==> config.mk <==
export PLATFORM = sky130hd
export DESIGN_NAME = cla_seq_adder_flat
export DESIGN_NICKNAME = d
export VERILOG_FILES = /design/src/rtl/cla_seq_adder_if.sv /design/src/rtl/cla_seq_adder.sv /design/src/flat_wrapper.sv
export SDC_FILE = /design/constraint.sdc
export NUM_CORES = 1
export LEC_CHECK = 0
export ABC_AREA = 1
export CAP_MARGIN = 10
export CORE_MARGIN = 10
export CORE_UTILIZATION = 45
export DETAILED_ROUTE_END_ITERATION = 8
export GPL_TIMING_DRIVEN = 0
export PLACE_DENSITY_LB_ADDON = 0.25
export SYNTH_ARGS = -nofsm -noshare
export SYNTH_HDL_FRONTEND = slang
export SYNTH_HIERARCHICAL = 1
export SYNTH_SLANG_ARGS = --single-unit
==> constraint.sdc <==
create_clock -name clk -period 3.4 [get_ports clk]
set_input_delay 0.68 -clock clk [delete_from_list [all_inputs] [get_ports clk]]
set_output_delay 0.68 -clock clk [all_outputs]
set_load 0.02 [all_outputs]
==> src/rtl/cla_seq_adder_if.sv <==
// Handshake and data bundle for cla_seq_adder: operand intake, result output, status.
// Optional CLA_SEQ_SUB_EN adds the op_sub request bit.
interface cla_seq_adder_if #(
   parameter int WORDS = 4
);
   localparam int W = 4 * WORDS;

   logic         in_valid;
   logic         in_ready;
   logic [W-1:0] a;
   logic [W-1:0] b;
   logic         c_in;
`ifdef CLA_SEQ_SUB_EN
   logic         op_sub;
`endif
   logic         out_valid;
   logic         out_ready;
   logic [W-1:0] sum;
   logic         c_out;
   logic         ovf;
   logic         busy;

   modport slave (
      input  in_valid, a, b, c_in, out_ready,
`ifdef CLA_SEQ_SUB_EN
      input  op_sub,
`endif
      output in_ready, out_valid, sum, c_out, ovf, busy
   );

   modport master (
      output in_valid, a, b, c_in, out_ready,
`ifdef CLA_SEQ_SUB_EN
      output op_sub,
`endif
      input  in_ready, out_valid, sum, c_out, ovf, busy
   );
endinterface

==> src/rtl/cla_seq_adder.sv <==
// Multi-cycle 4*WORDS-bit adder reusing one 4-bit carry-lookahead slice, LSB slice first.
// Define CLA_SEQ_SUB_EN to add subtraction via the op_sub interface bit.
module carry_lookahead_adder (
   input  logic [3:0] a,
   input  logic [3:0] b,
   input  logic       c_in,
   output logic [3:0] s,
   output logic       c_out
);
   logic [3:0] g;
   logic [3:0] p;
   logic [4:0] c;

   assign g    = a & b;
   assign p    = a ^ b;
   assign c[0] = c_in;
   assign c[1] = g[0] | (p[0] & c[0]);
   assign c[2] = g[1] | (p[1] & g[0]) | (p[1] & p[0] & c[0]);
   assign c[3] = g[2] | (p[2] & g[1]) | (p[2] & p[1] & g[0]) | (p[2] & p[1] & p[0] & c[0]);
   assign c[4] = g[3] | (p[3] & g[2]) | (p[3] & p[2] & g[1]) | (p[3] & p[2] & p[1] & g[0])
               | (p[3] & p[2] & p[1] & p[0] & c[0]);
   assign s     = p ^ c[3:0];
   assign c_out = c[4];
endmodule

module cla_seq_adder #(
   parameter int WORDS = 4
) (
   input  logic           clk,
   input  logic           rst_n,
   cla_seq_adder_if.slave bus
);
   localparam int W  = 4 * WORDS;
   localparam int IW = (WORDS > 1) ? $clog2(WORDS) : 1;

   typedef enum logic [1:0] {
      IDLE = 2'd0,
      RUN  = 2'd1,
      DONE = 2'd2
   } state_t;

   state_t         state_reg, state_next;
   logic [IW-1:0]  idx_reg, idx_next;
   logic           carry_reg, carry_next;
   logic [W-1:0]   a_reg, a_next;
   logic [W-1:0]   b_reg, b_next;
   logic [W-1:0]   sum_reg, sum_next;
   logic           c_out_reg, c_out_next;
   logic           ovf_reg, ovf_next;
   logic           out_valid_reg, out_valid_next;

   logic [3:0]     a_sl [WORDS];
   logic [3:0]     b_sl [WORDS];
   logic [3:0]     cla_a, cla_b, cla_s;
   logic           cla_c_out;
   logic           last_slice;
   logic [W-1:0]   b_cap;
   logic           cin_cap;

`ifdef CLA_SEQ_SUB_EN
   // Subtraction is a + ~b + 1; the caller's c_in is not used then.
   assign b_cap   = bus.op_sub ? ~bus.b : bus.b;
   assign cin_cap = bus.op_sub ? 1'b1 : bus.c_in;
`else
   assign b_cap   = bus.b;
   assign cin_cap = bus.c_in;
`endif

   generate
      for (genvar gi = 0; gi < WORDS; gi++) begin : g_slice
         assign a_sl[gi] = a_reg[4*gi +: 4];
         assign b_sl[gi] = b_reg[4*gi +: 4];
      end
   endgenerate

   always_comb begin
      cla_a = '0;
      cla_b = '0;
      for (int i = 0; i < WORDS; i++) begin
         if (idx_reg == IW'(i)) begin
            cla_a = a_sl[i];
            cla_b = b_sl[i];
         end
      end
   end

   carry_lookahead_adder u_cla (
      .a     (cla_a),
      .b     (cla_b),
      .c_in  (carry_reg),
      .s     (cla_s),
      .c_out (cla_c_out)
   );

   assign last_slice = (idx_reg == IW'(WORDS - 1));

   always_comb begin
      state_next     = state_reg;
      idx_next       = idx_reg;
      carry_next     = carry_reg;
      a_next         = a_reg;
      b_next         = b_reg;
      sum_next       = sum_reg;
      c_out_next     = c_out_reg;
      ovf_next       = ovf_reg;
      out_valid_next = out_valid_reg;
      case (state_reg)
         IDLE: begin
            if (bus.in_valid) begin
               a_next     = bus.a;
               b_next     = b_cap;
               carry_next = cin_cap;
               idx_next   = '0;
               sum_next   = '0;
               state_next = RUN;
            end
         end
         RUN: begin
            for (int i = 0; i < WORDS; i++) begin
               if (idx_reg == IW'(i)) sum_next[4*i +: 4] = cla_s;
            end
            carry_next = cla_c_out;
            idx_next   = idx_reg + IW'(1);
            if (last_slice) begin
               c_out_next     = cla_c_out;
               // Overflow: operands share a sign that the top sum bit does not.
               ovf_next       = (a_reg[W-1] == b_reg[W-1]) && (cla_s[3] != a_reg[W-1]);
               out_valid_next = 1'b1;
               state_next     = DONE;
            end
         end
         DONE: begin
            if (bus.out_ready) begin
               out_valid_next = 1'b0;
               state_next     = IDLE;
            end
         end
         default: state_next = IDLE;
      endcase
   end

   always_ff @(posedge clk or negedge rst_n) begin
      if (!rst_n) begin
         state_reg     <= IDLE;
         idx_reg       <= '0;
         carry_reg     <= 1'b0;
         a_reg         <= '0;
         b_reg         <= '0;
         sum_reg       <= '0;
         c_out_reg     <= 1'b0;
         ovf_reg       <= 1'b0;
         out_valid_reg <= 1'b0;
      end else begin
         state_reg     <= state_next;
         idx_reg       <= idx_next;
         carry_reg     <= carry_next;
         a_reg         <= a_next;
         b_reg         <= b_next;
         sum_reg       <= sum_next;
         c_out_reg     <= c_out_next;
         ovf_reg       <= ovf_next;
         out_valid_reg <= out_valid_next;
      end
   end

   assign bus.in_ready  = (state_reg == IDLE);
   assign bus.busy      = (state_reg != IDLE);
   assign bus.out_valid = out_valid_reg;
   assign bus.sum       = sum_reg;
   assign bus.c_out     = c_out_reg;
   assign bus.ovf       = ovf_reg;
endmodule

==> src/flat_wrapper.sv <==
// flat-port wrapper written by rule: the top's interface ports become plain ports
module cla_seq_adder_flat 
#(
   parameter int WORDS = 4
)
  (clk, rst_n, bus_in_valid, bus_a, bus_b, bus_c_in, bus_out_ready, bus_in_ready, bus_out_valid, bus_sum, bus_c_out, bus_ovf, bus_busy);
  cla_seq_adder_if #(.WORDS(WORDS)) bus_i ();
  input  logic clk;
  input  logic rst_n;
  input wire logic [$bits(bus_i.in_valid)-1:0] bus_in_valid;
  input wire logic [$bits(bus_i.a)-1:0] bus_a;
  input wire logic [$bits(bus_i.b)-1:0] bus_b;
  input wire logic [$bits(bus_i.c_in)-1:0] bus_c_in;
  input wire logic [$bits(bus_i.out_ready)-1:0] bus_out_ready;
  output wire logic [$bits(bus_i.in_ready)-1:0] bus_in_ready;
  output wire logic [$bits(bus_i.out_valid)-1:0] bus_out_valid;
  output wire logic [$bits(bus_i.sum)-1:0] bus_sum;
  output wire logic [$bits(bus_i.c_out)-1:0] bus_c_out;
  output wire logic [$bits(bus_i.ovf)-1:0] bus_ovf;
  output wire logic [$bits(bus_i.busy)-1:0] bus_busy;
  assign bus_i.in_valid = bus_in_valid;
  assign bus_i.a = bus_a;
  assign bus_i.b = bus_b;
  assign bus_i.c_in = bus_c_in;
  assign bus_i.out_ready = bus_out_ready;
  assign bus_in_ready = bus_i.in_ready;
  assign bus_out_valid = bus_i.out_valid;
  assign bus_sum = bus_i.sum;
  assign bus_c_out = bus_i.c_out;
  assign bus_ovf = bus_i.ovf;
  assign bus_busy = bus_i.busy;
  cla_seq_adder #(.WORDS(WORDS)) u_core (.clk(clk), .rst_n(rst_n), .bus(bus_i));
endmodule
==> impl_metrics.yaml, run 1 <==
placement:
  place_congestion: 0.870
  port-buffer-count: 57
  hpwl_mm: 5.00
route:
  ant_nets: 0
  dr.pass1.iters: 4
  avgViaCountPerCell: 4.74
  drc_errors: 0
  wire_per_inst_um: 12.8
  vias: 2420
  drt_iter0_markers: 105
  finalWirelength_mm: 6.52
synthesis:
  synth_top_flop_cell: "dfrtp_1"
  netlist_instances: 370
  yosys_warnings: 6
  avgSynthCellArea_um2: 7.52
  syn_area_mm2: 0.00278
  yosys.area_share.adder_pct: 4.31
  synthSimpleGateAreaFrac_pct: 35.7
  synthXorXnorAreaFrac_pct: 0.315
  synth_top_family_by_area: "simple AND/OR/NAND/NOR gates"
  syn_nets: 416
  yosysSeqAreaShare_pct: 50.3
  muxShareOfSynthArea_pct: 0
  async_flop_share_pct: 100
  synth_compound_area_share_pct: 3.33
  yosysUniqueCellTypes: 22
  synth_edf_count: 0
  synth_seq_cells: 56
floorplan:
  dieArea_mm2: 0.00973
  core-area_mm2: 0.00596
  fp.dieH_um: 98.7
  start_util_pct: 46.7
  pin_count: 58
  die_w_um: 98.7
  rows: 28
critical_path:
  r2r_slack_ns: 0.48
  worstPathRequired_ns: 3.66
  worstPathCellList: "inv_1, ha_1, buf_2, nor2_1, nand2_1, nand2_1, nand2_1, nand2_1, ha_1, or2_0, nand2_1, nand3_1, nand2_1, inv_1, nor2_2, nand2_1, nand2_1"
  regToRegStartpoint: "u_core/idx_reg[1]"
  cpMaxStageDelayCell: "nor2_1"
  cp_common_cell: "nand2_1"
  cp-start-kind: "flop"
  crit_path_max_incr_delay_ns: 0.49
  ff2ff_path_depth: 17
  crit_type: "reg2reg"
  end_kind: "flop"
  path_max_fanout: 10
  rr_endpoint: "u_core/bus.sum[3]"
  worstPathArrival_ns: 3.18
pwr:
  p_leak_nw: 1.93
  irDropWorstVdd_mv: 0.459
  powerDensity_mw_per_mm2: 1040
sta:
  worst_pin_slew_ns: 0.596
  slew_violations: 0
  fin_crit_sh_pct: 86.0
  skew_ns: 0.00585
  setup_viol: 0
  grt_setup_unrepaired: "false"
  fmax_mhz: 342
  min_period_ns: 2.92
  hold_viol: 0
  finalSetupTns_ns: 0
  whs_ns: 0.335
  slew_headroom_pct: 60.1
global_route:
  grt_use_total_pct: 13.9
  grt_pass1_wl_mm: 11.2
  grt-ovfl-total: 0
  first_global_vias: 2447
  antenna_found_initial: 0
  grt_max_degree: 35
clock_tree:
  clkLatencyLatePin_ns: 0.31
  hold_buffers: 0
  path_clk_slew_ns: 0.10
  cts_buffer_depth: 2
  cts_root_buf: "clkbuf_8"
  htreeDepth: 2
  cts_tree: "yes"
  cts_setup_buffers: 0
  clock_sinks: 56
  cts_made_buffers: 5
  cts_resized: 0
layout:
  fill_cells: 575
  layout_common_cells: "208 x nand2_1, 56 x clkdlybuf4s50_1, 56 x dfrtp_1, 21 x inv_1, 18 x nor2_1"
  diodes: 0
  syn_to_final_growth_pct: 28.3
  mostFrequentLayoutCell: "nand2_1"
  num-nets-final: 481
  layout-drive-gt1-share_pct: 7.11
outcome:
  status: "finished, final reports clean"
job:
  maxCapViolCount: 0
min_path:
  hold_class: "in2async"
==> per-stage QoR <==
stage / utilization [%] / power (mW) / area, um2 / worst slack [ns] / cells
finish: 60.0 / 3.71 / 3570 / 0.475 / 511
global route: 60.0 / 4.10 / 3570 / 0.182 / 511
CTS: 60.0 / 3.73 / 3570 / 0.524 / 511
detailed placement: 58.2 / 3.29 / 3460 / 0.562 / 503
floorplan: - / 2.65 / 2780 / 1.07 / 370
global placement: 57.9 / 3.24 / 3450 / -0.0340 / 502
==> per-layer routing <==
layer / up-vias / part of all wire (%) / GRT usage [%]
met5: - / 0 / 0
met4: 0 / 2.1 / 6.50
met3: 10 / 6.0 / 4.19
met2: 75 / 46 / 22.2
met1: 1084 / 46 / 16.7
li1: 1251 / - / -
==> report_power, final <==
| group | total (mW) | switching [mW] | leakage (nW) | internal [mW] |
|---|---|---|---|---|
| clock network | 0.430 | 0.211 | 0.0552 | 0.219 |
| logic | 2.13 | 1.32 | 1.17 | 0.814 |
| registers | 1.15 | 0.185 | 0.706 | 0.966 |
| total | 3.71 | 1.71 | 1.93 | 2.00 |
==> critical path, delay by kind of cell, from the launching register on <==
kind / cells / cell delay (ns)
adders and majority gates: 2 / 0.45
buffers and inverters: 3 / 0.33
and+or+nand+nor: 12 / 1.69
DFF: 1 / 0.41
==> final cells by class <==
class,count,area (um2),share of cell area [%]
flip-flops and latches,56,1400,39.2
multi-input cells,278,1210,34.0
repair buffers,58,586,16.4
inverters,25,93.8,2.63
well taps,75,93.8,2.63
plain buffers,11,73.8,2.07
clock buffers,6,72.6,2.03
clock inverters,2,35.0,0.981
==> cell families (layout without fill, tap and decap cells) <==
family | count (synthesis) | after routing
DFF | 56 | 56
AOI/OAI and AO/OA | 18 | 18
xor gates and xnor gates | 1 | 1
buffers and inverters | 36 | 102
and+or+nand+nor | 250 | 250
adders and majority gates | 9 | 9
==> synth_stat cells, types with 4 or more instances <==
library cell / n / area [um2]
o21ai_0: 5 / 25.0
inv_1: 21 / 78.8
dfrtp_1: 56 / 1400
nor2_1: 18 / 67.6
nand2_1: 208 / 781
ha_1: 8 / 100
nand3_1: 12 / 60.1
nor2_2: 4 / 25.0
a21oi_1: 12 / 60.1
buf_2: 5 / 25.0
==> worst max-delay path by stage <==
stage | from | to | slack [ns] | cells past startpoint
2_1_floorplan | u_core/idx_reg[0] | u_core/bus.sum[11] | 1.07 | 17
3_3_place_gp | rst_n | u_core/b_reg[2] | -0.03 | 1
3_5_place_dp | u_core/idx_reg[1] | u_core/bus.sum[3] | 0.56 | 17
4_1_cts | u_core/idx_reg[1] | u_core/bus.sum[3] | 0.52 | 17
5_1_grt | u_core/idx_reg[1] | u_core/bus.sum[3] | 0.18 | 17
6_report | u_core/idx_reg[1] | u_core/bus.sum[3] | 0.48 | 17
No activity file was read; power rests on OpenSTA's default activity.
==> inputs of run 2 (changes only) <==
--- a/config.mk
+++ b/config.mk
@@ -7,12 +7,16 @@
 export LEC_CHECK = 0
 export ABC_AREA = 1
 export CAP_MARGIN = 10
+export CELL_PAD_IN_SITES_DETAIL_PLACEMENT = 1
+export CELL_PAD_IN_SITES_GLOBAL_PLACEMENT = 2
 export CORE_MARGIN = 10
-export CORE_UTILIZATION = 45
+export CORE_UTILIZATION = 29
 export DETAILED_ROUTE_END_ITERATION = 8
+export GPL_ROUTABILITY_DRIVEN = 1
 export GPL_TIMING_DRIVEN = 0
 export PLACE_DENSITY_LB_ADDON = 0.25
 export SYNTH_ARGS = -nofsm -noshare
 export SYNTH_HDL_FRONTEND = slang
 export SYNTH_HIERARCHICAL = 1
 export SYNTH_SLANG_ARGS = --single-unit
+export TNS_END_PERCENT = 20
==> impl_metrics.yaml, run 2 (same netlist as run 1, synthesis figures left out) <==
outcome:
  status: "finished, final reports clean"
global_route:
  grt_max_degree: 32
  grt_pass1_wl_mm: 13.5
  grt_use_total_pct: 11.6
  first_global_vias: 2760
  antenna_found_initial: 0
  grt-ovfl-total: 0
layout:
  utilization_pct: 39.2
  layout-drive-gt1-share_pct: 7.11
  syn_to_final_growth_pct: 30.7
  num-nets-final: 481
  mostFrequentLayoutCell: "nand2_1"
  fin_cells: 565
  diodes: 0
  layout_common_cells: "208 x nand2_1, 56 x clkdlybuf4s50_1, 56 x dfrtp_1, 21 x inv_1, 18 x nor2_1"
clock_tree:
  cts_root_buf: "clkbuf_8"
  clkLatencyLatePin_ns: 0.32
  path_clk_slew_ns: 0.11
  hold_buffers: 0
  htreeDepth: 2
  clock_sinks: 56
  cts_made_buffers: 5
  cts_resized: 0
  cts_buffer_depth: 2
  cts_setup_buffers: 0
  cts_tree: "yes"
pwr:
  powerDensity_mw_per_mm2: 1040
  p_leak_nw: 1.93
  irDropWorstVdd_mv: 0.342
  p_total_mw: 3.80
sta:
  fmax_mhz: 335
  worst_pin_slew_ns: 0.618
  slew_violations: 0
  grt_setup_unrepaired: "false"
  min_period_ns: 2.99
  setup_viol: 0
  skew_ns: 0.0130
  slew_headroom_pct: 58.7
  fin_crit_sh_pct: 87.9
  hold_viol: 0
critical_path:
  regToRegStartpoint: "u_core/idx_reg[1]"
  crit_type: "reg2reg"
  r2r_slack_ns: 0.41
  cp-start-kind: "flop"
  end_kind: "flop"
  rr_endpoint: "u_core/bus.sum[11]"
  worstPathRequired_ns: 3.66
  ff2ff_path_depth: 17
  worstPathArrival_ns: 3.25
  crit_start: "u_core/idx_reg[1]"
  path_max_fanout: 10
  crit_end: "u_core/bus.sum[11]"
floorplan:
  fp.dieH_um: 118
  start_util_pct: 30.0
  dieArea_mm2: 0.0139
  rows: 35
  die_w_um: 118
  core-area_mm2: 0.00928
  pin_count: 58
placement:
  place_inst: 557
  place_congestion: 0.769
  port-buffer-count: 57
  hpwl_mm: 6.12
route:
  drc_errors: 0
  finalWirelength_mm: 7.85
  avgViaCountPerCell: 4.34
  vias: 2451
  ant_nets: 0
  dr.pass1.iters: 5
  wire_per_inst_um: 13.9
  drt_iter0_markers: 99
min_path:
  hold_class: "in2async"
job:
  maxCapViolCount: 0
## run 2: cell counts in the layout (fill, tap and decap cells not counted)
No cell type changed its count.
## run 2: final cells by class
cell class | instances | area (um2)
sequential | 56 | 1400
timing repair buffer | 58 | 586
fill | 1185 | 5650
clock inverter | 2 | 35.0
clock buffer | 6 | 72.6
tap | 129 | 161
multi-input combinational | 278 | 1210
buffer | 11 | 73.8
inverter | 25 | 93.8
## run 2: routing by layer
layer	share of wire, %	global-route usage [%]
met5	0	0
met4	2.2	4.71
met3	4.2	2.59
met2	46	19.6
met1	47	13.9
## run 2: where the power goes
group	total, mW	leakage (nW)	internal [mW]	switching, mW
combinational	2.20	1.17	0.816	1.39
clock	0.444	0.0552	0.219	0.225
sequential	1.15	0.706	0.965	0.189
total	3.80	1.93	2.00	1.80
## run 2: worst max-delay path: stages (launching register included)
cell and delay, ns:
dfrtp_1 0.41, inv_1 0.08, ha_1 0.18, buf_2 0.18, nor2_1 0.51, nand2_1 0.11, nand2_1 0.14, nand2_1 0.06
nand2_1 0.07, ha_1 0.29, or2_0 0.22, nand2_1 0.09, nand3_1 0.07, nand2_1 0.09, inv_1 0.06, nor2_2 0.22
nand2_1 0.08, nand2_1 0.07
## run 2: worst min path at each step
stage	depth (start not counted)	slack [ns]	from	end
global route	1	0.40	rst_n	u_core/bus.sum[5]
global placement	2	0.45	u_core/bus.sum[6]	u_core/bus.sum[6]
finish	1	0.36	rst_n	u_core/bus.sum[5]
detailed placement	2	0.46	u_core/bus.sum[6]	u_core/bus.sum[6]
CTS	1	0.37	rst_n	u_core/bus.sum[5]
floorplan	0	0.38	rst_n	u_core/a_reg[0]
## run 2: through the flow
stage	setup TNS (ns)	hold WS, ns	worst slack, ns	instance area (um2)
finish	0	0.357	0.412	3640
global route	0	0.403	0.0410	3640
CTS	0	0.374	0.341	3640
detailed placement	0	0.459	0.372	3530
global placement	-11.03	0.454	-0.200	3520
floorplan	0	0.384	1.07	2780
==> inputs of run 3 (changes only) <==
--- a/config.mk
+++ b/config.mk
@@ -6,7 +6,6 @@
 export NUM_CORES = 1
 export LEC_CHECK = 0
 export ABC_AREA = 1
-export CAP_MARGIN = 10
 export CELL_PAD_IN_SITES_DETAIL_PLACEMENT = 1
 export CELL_PAD_IN_SITES_GLOBAL_PLACEMENT = 2
 export CORE_MARGIN = 10
==> impl_metrics.yaml, run 3 (same netlist as run 1, synthesis figures left out) <==
outcome:
  status: "finished, final reports clean"
pwr:
  p_leak_nw: 1.93
  irDropWorstVdd_mv: 0.342
  powerDensity_mw_per_mm2: 1040
  p_total_mw: 3.80
global_route:
  grt_max_degree: 32
  first_global_vias: 2760
  antenna_found_initial: 0
  grt_pass1_wl_mm: 13.5
  grt_use_total_pct: 11.6
  grt-ovfl-total: 0
sta:
  fmax_mhz: 335
  finalSetupTns_ns: 0
  timing.final.ws_setup_ns: 0.412
  min_period_ns: 2.99
  slew_violations: 0
  fin_crit_sh_pct: 87.9
  skew_ns: 0.0130
  worst_pin_slew_ns: 0.618
  hold_viol: 0
  setup_viol: 0
  slew_headroom_pct: 58.7
  grt_setup_unrepaired: "false"
  whs_ns: 0.357
clock_tree:
  hold_buffers: 0
  cts_root_buf: "clkbuf_8"
  cts_resized: 0
  path_clk_slew_ns: 0.11
  cts_made_buffers: 5
  htreeDepth: 2
  clkLatencyLatePin_ns: 0.32
  cts_tree: "yes"
  cts_setup_buffers: 0
  cts_buffer_depth: 2
  clock_sinks: 56
route:
  ant_nets: 0
  drt_iter0_markers: 99
  drc_errors: 0
  vias: 2451
  dr.pass1.iters: 5
  wire_per_inst_um: 13.9
  avgViaCountPerCell: 4.34
  finalWirelength_mm: 7.85
critical_path:
  cp-start-kind: "flop"
  path_max_fanout: 10
  r2r_slack_ns: 0.41
  worstPathCellList: "inv_1, ha_1, buf_2, nor2_1, nand2_1, nand2_1, nand2_1, nand2_1, ha_1, or2_0, nand2_1, nand3_1, nand2_1, inv_1, nor2_2, nand2_1, nand2_1"
  rr_endpoint: "u_core/bus.sum[11]"
  worstPathArrival_ns: 3.25
  crit_type: "reg2reg"
  ff2ff_path_depth: 17
  crit_path_max_incr_delay_ns: 0.51
  cp_common_cell: "nand2_1"
  regToRegStartpoint: "u_core/idx_reg[1]"
  worstPathRequired_ns: 3.66
  end_kind: "flop"
  cpMaxStageDelayCell: "nor2_1"
layout:
  fin_cells: 565
  mostFrequentLayoutCell: "nand2_1"
  fill_cells: 1185
  diodes: 0
  syn_to_final_growth_pct: 30.7
  layout_common_cells: "208 x nand2_1, 56 x clkdlybuf4s50_1, 56 x dfrtp_1, 21 x inv_1, 18 x nor2_1"
  num-nets-final: 481
  layout-drive-gt1-share_pct: 7.11
floorplan:
  start_util_pct: 30.0
  core-area_mm2: 0.00928
  pin_count: 58
  fp.dieH_um: 118
  rows: 35
  dieArea_mm2: 0.0139
  die_w_um: 118
placement:
  pre_cts_ws_ns: 0.372
  place_congestion: 0.769
  place_inst: 557
  port-buffer-count: 57
  hpwl_mm: 6.12
job:
  maxCapViolCount: 0
min_path:
  hold_class: "in2async"
-- run 3: cell counts in the layout (fill, tap and decap cells not counted) --
No cell type changed its count.
-- run 3: layout make-up --
type                       instances  area [um2]  area share, %
clock buffer                       6        72.6           1.99
buffer                            11        73.8           2.03
multi-input combinational        278        1210           33.4
timing repair buffer              58         586           16.1
tap                              129         161           4.44
clock inverter                     2        35.0          0.963
inverter                          25        93.8           2.58
sequential                        56        1400           38.5
-- run 3: worst max path at each step --
stage / start / cells past startpoint / to
5_1_grt: u_core/idx_reg[1] / 17 / u_core/bus.sum[3]
3_5_place_dp: u_core/idx_reg[1] / 17 / u_core/bus.sum[3]
6_report: u_core/idx_reg[1] / 17 / u_core/bus.sum[11]
3_3_place_gp: rst_n / 1 / u_core/a_reg[14]
4_1_cts: u_core/idx_reg[1] / 17 / u_core/bus.sum[11]
2_1_floorplan: u_core/idx_reg[0] / 17 / u_core/bus.sum[11]
-- run 3: critical path: cells and delay by family (launching register included) --
kind	cells	cell delay, ns
AND/OR/NAND/NOR	12	1.73
adder cells (fa/ha/maj)	2	0.47
flip-flops	1	0.41
buffers and inverters	3	0.32
-- run 3: metal layers --
metal / up-vias / track usage [%] / routed length, um
met5: - / 0 / 0
li1: 1252 / - / -
met3: 12 / 2.59 / 332
met1: 1132 / 13.9 / 3700
met4: 0 / 4.71 / 170
met2: 55 / 19.6 / 3650
-- run 3: stage by stage --
stage | instance area (um2) | utilization, %
3_5_place_dp | 3530 | 38.0
6_report | 3640 | 39.2
5_1_grt | 3640 | 39.2
3_3_place_gp | 3520 | 37.9
4_1_cts | 3640 | 39.2
2_1_floorplan | 2780 | -
-- run 3: power by group --
group / leakage (nW) / internal [mW] / switching (mW) / total [mW]
clock: 0.0552 / 0.219 / 0.225 / 0.444
sequential: 0.706 / 0.965 / 0.189 / 1.15
combinational: 1.17 / 0.816 / 1.39 / 2.20
total: 1.93 / 2.00 / 1.80 / 3.80
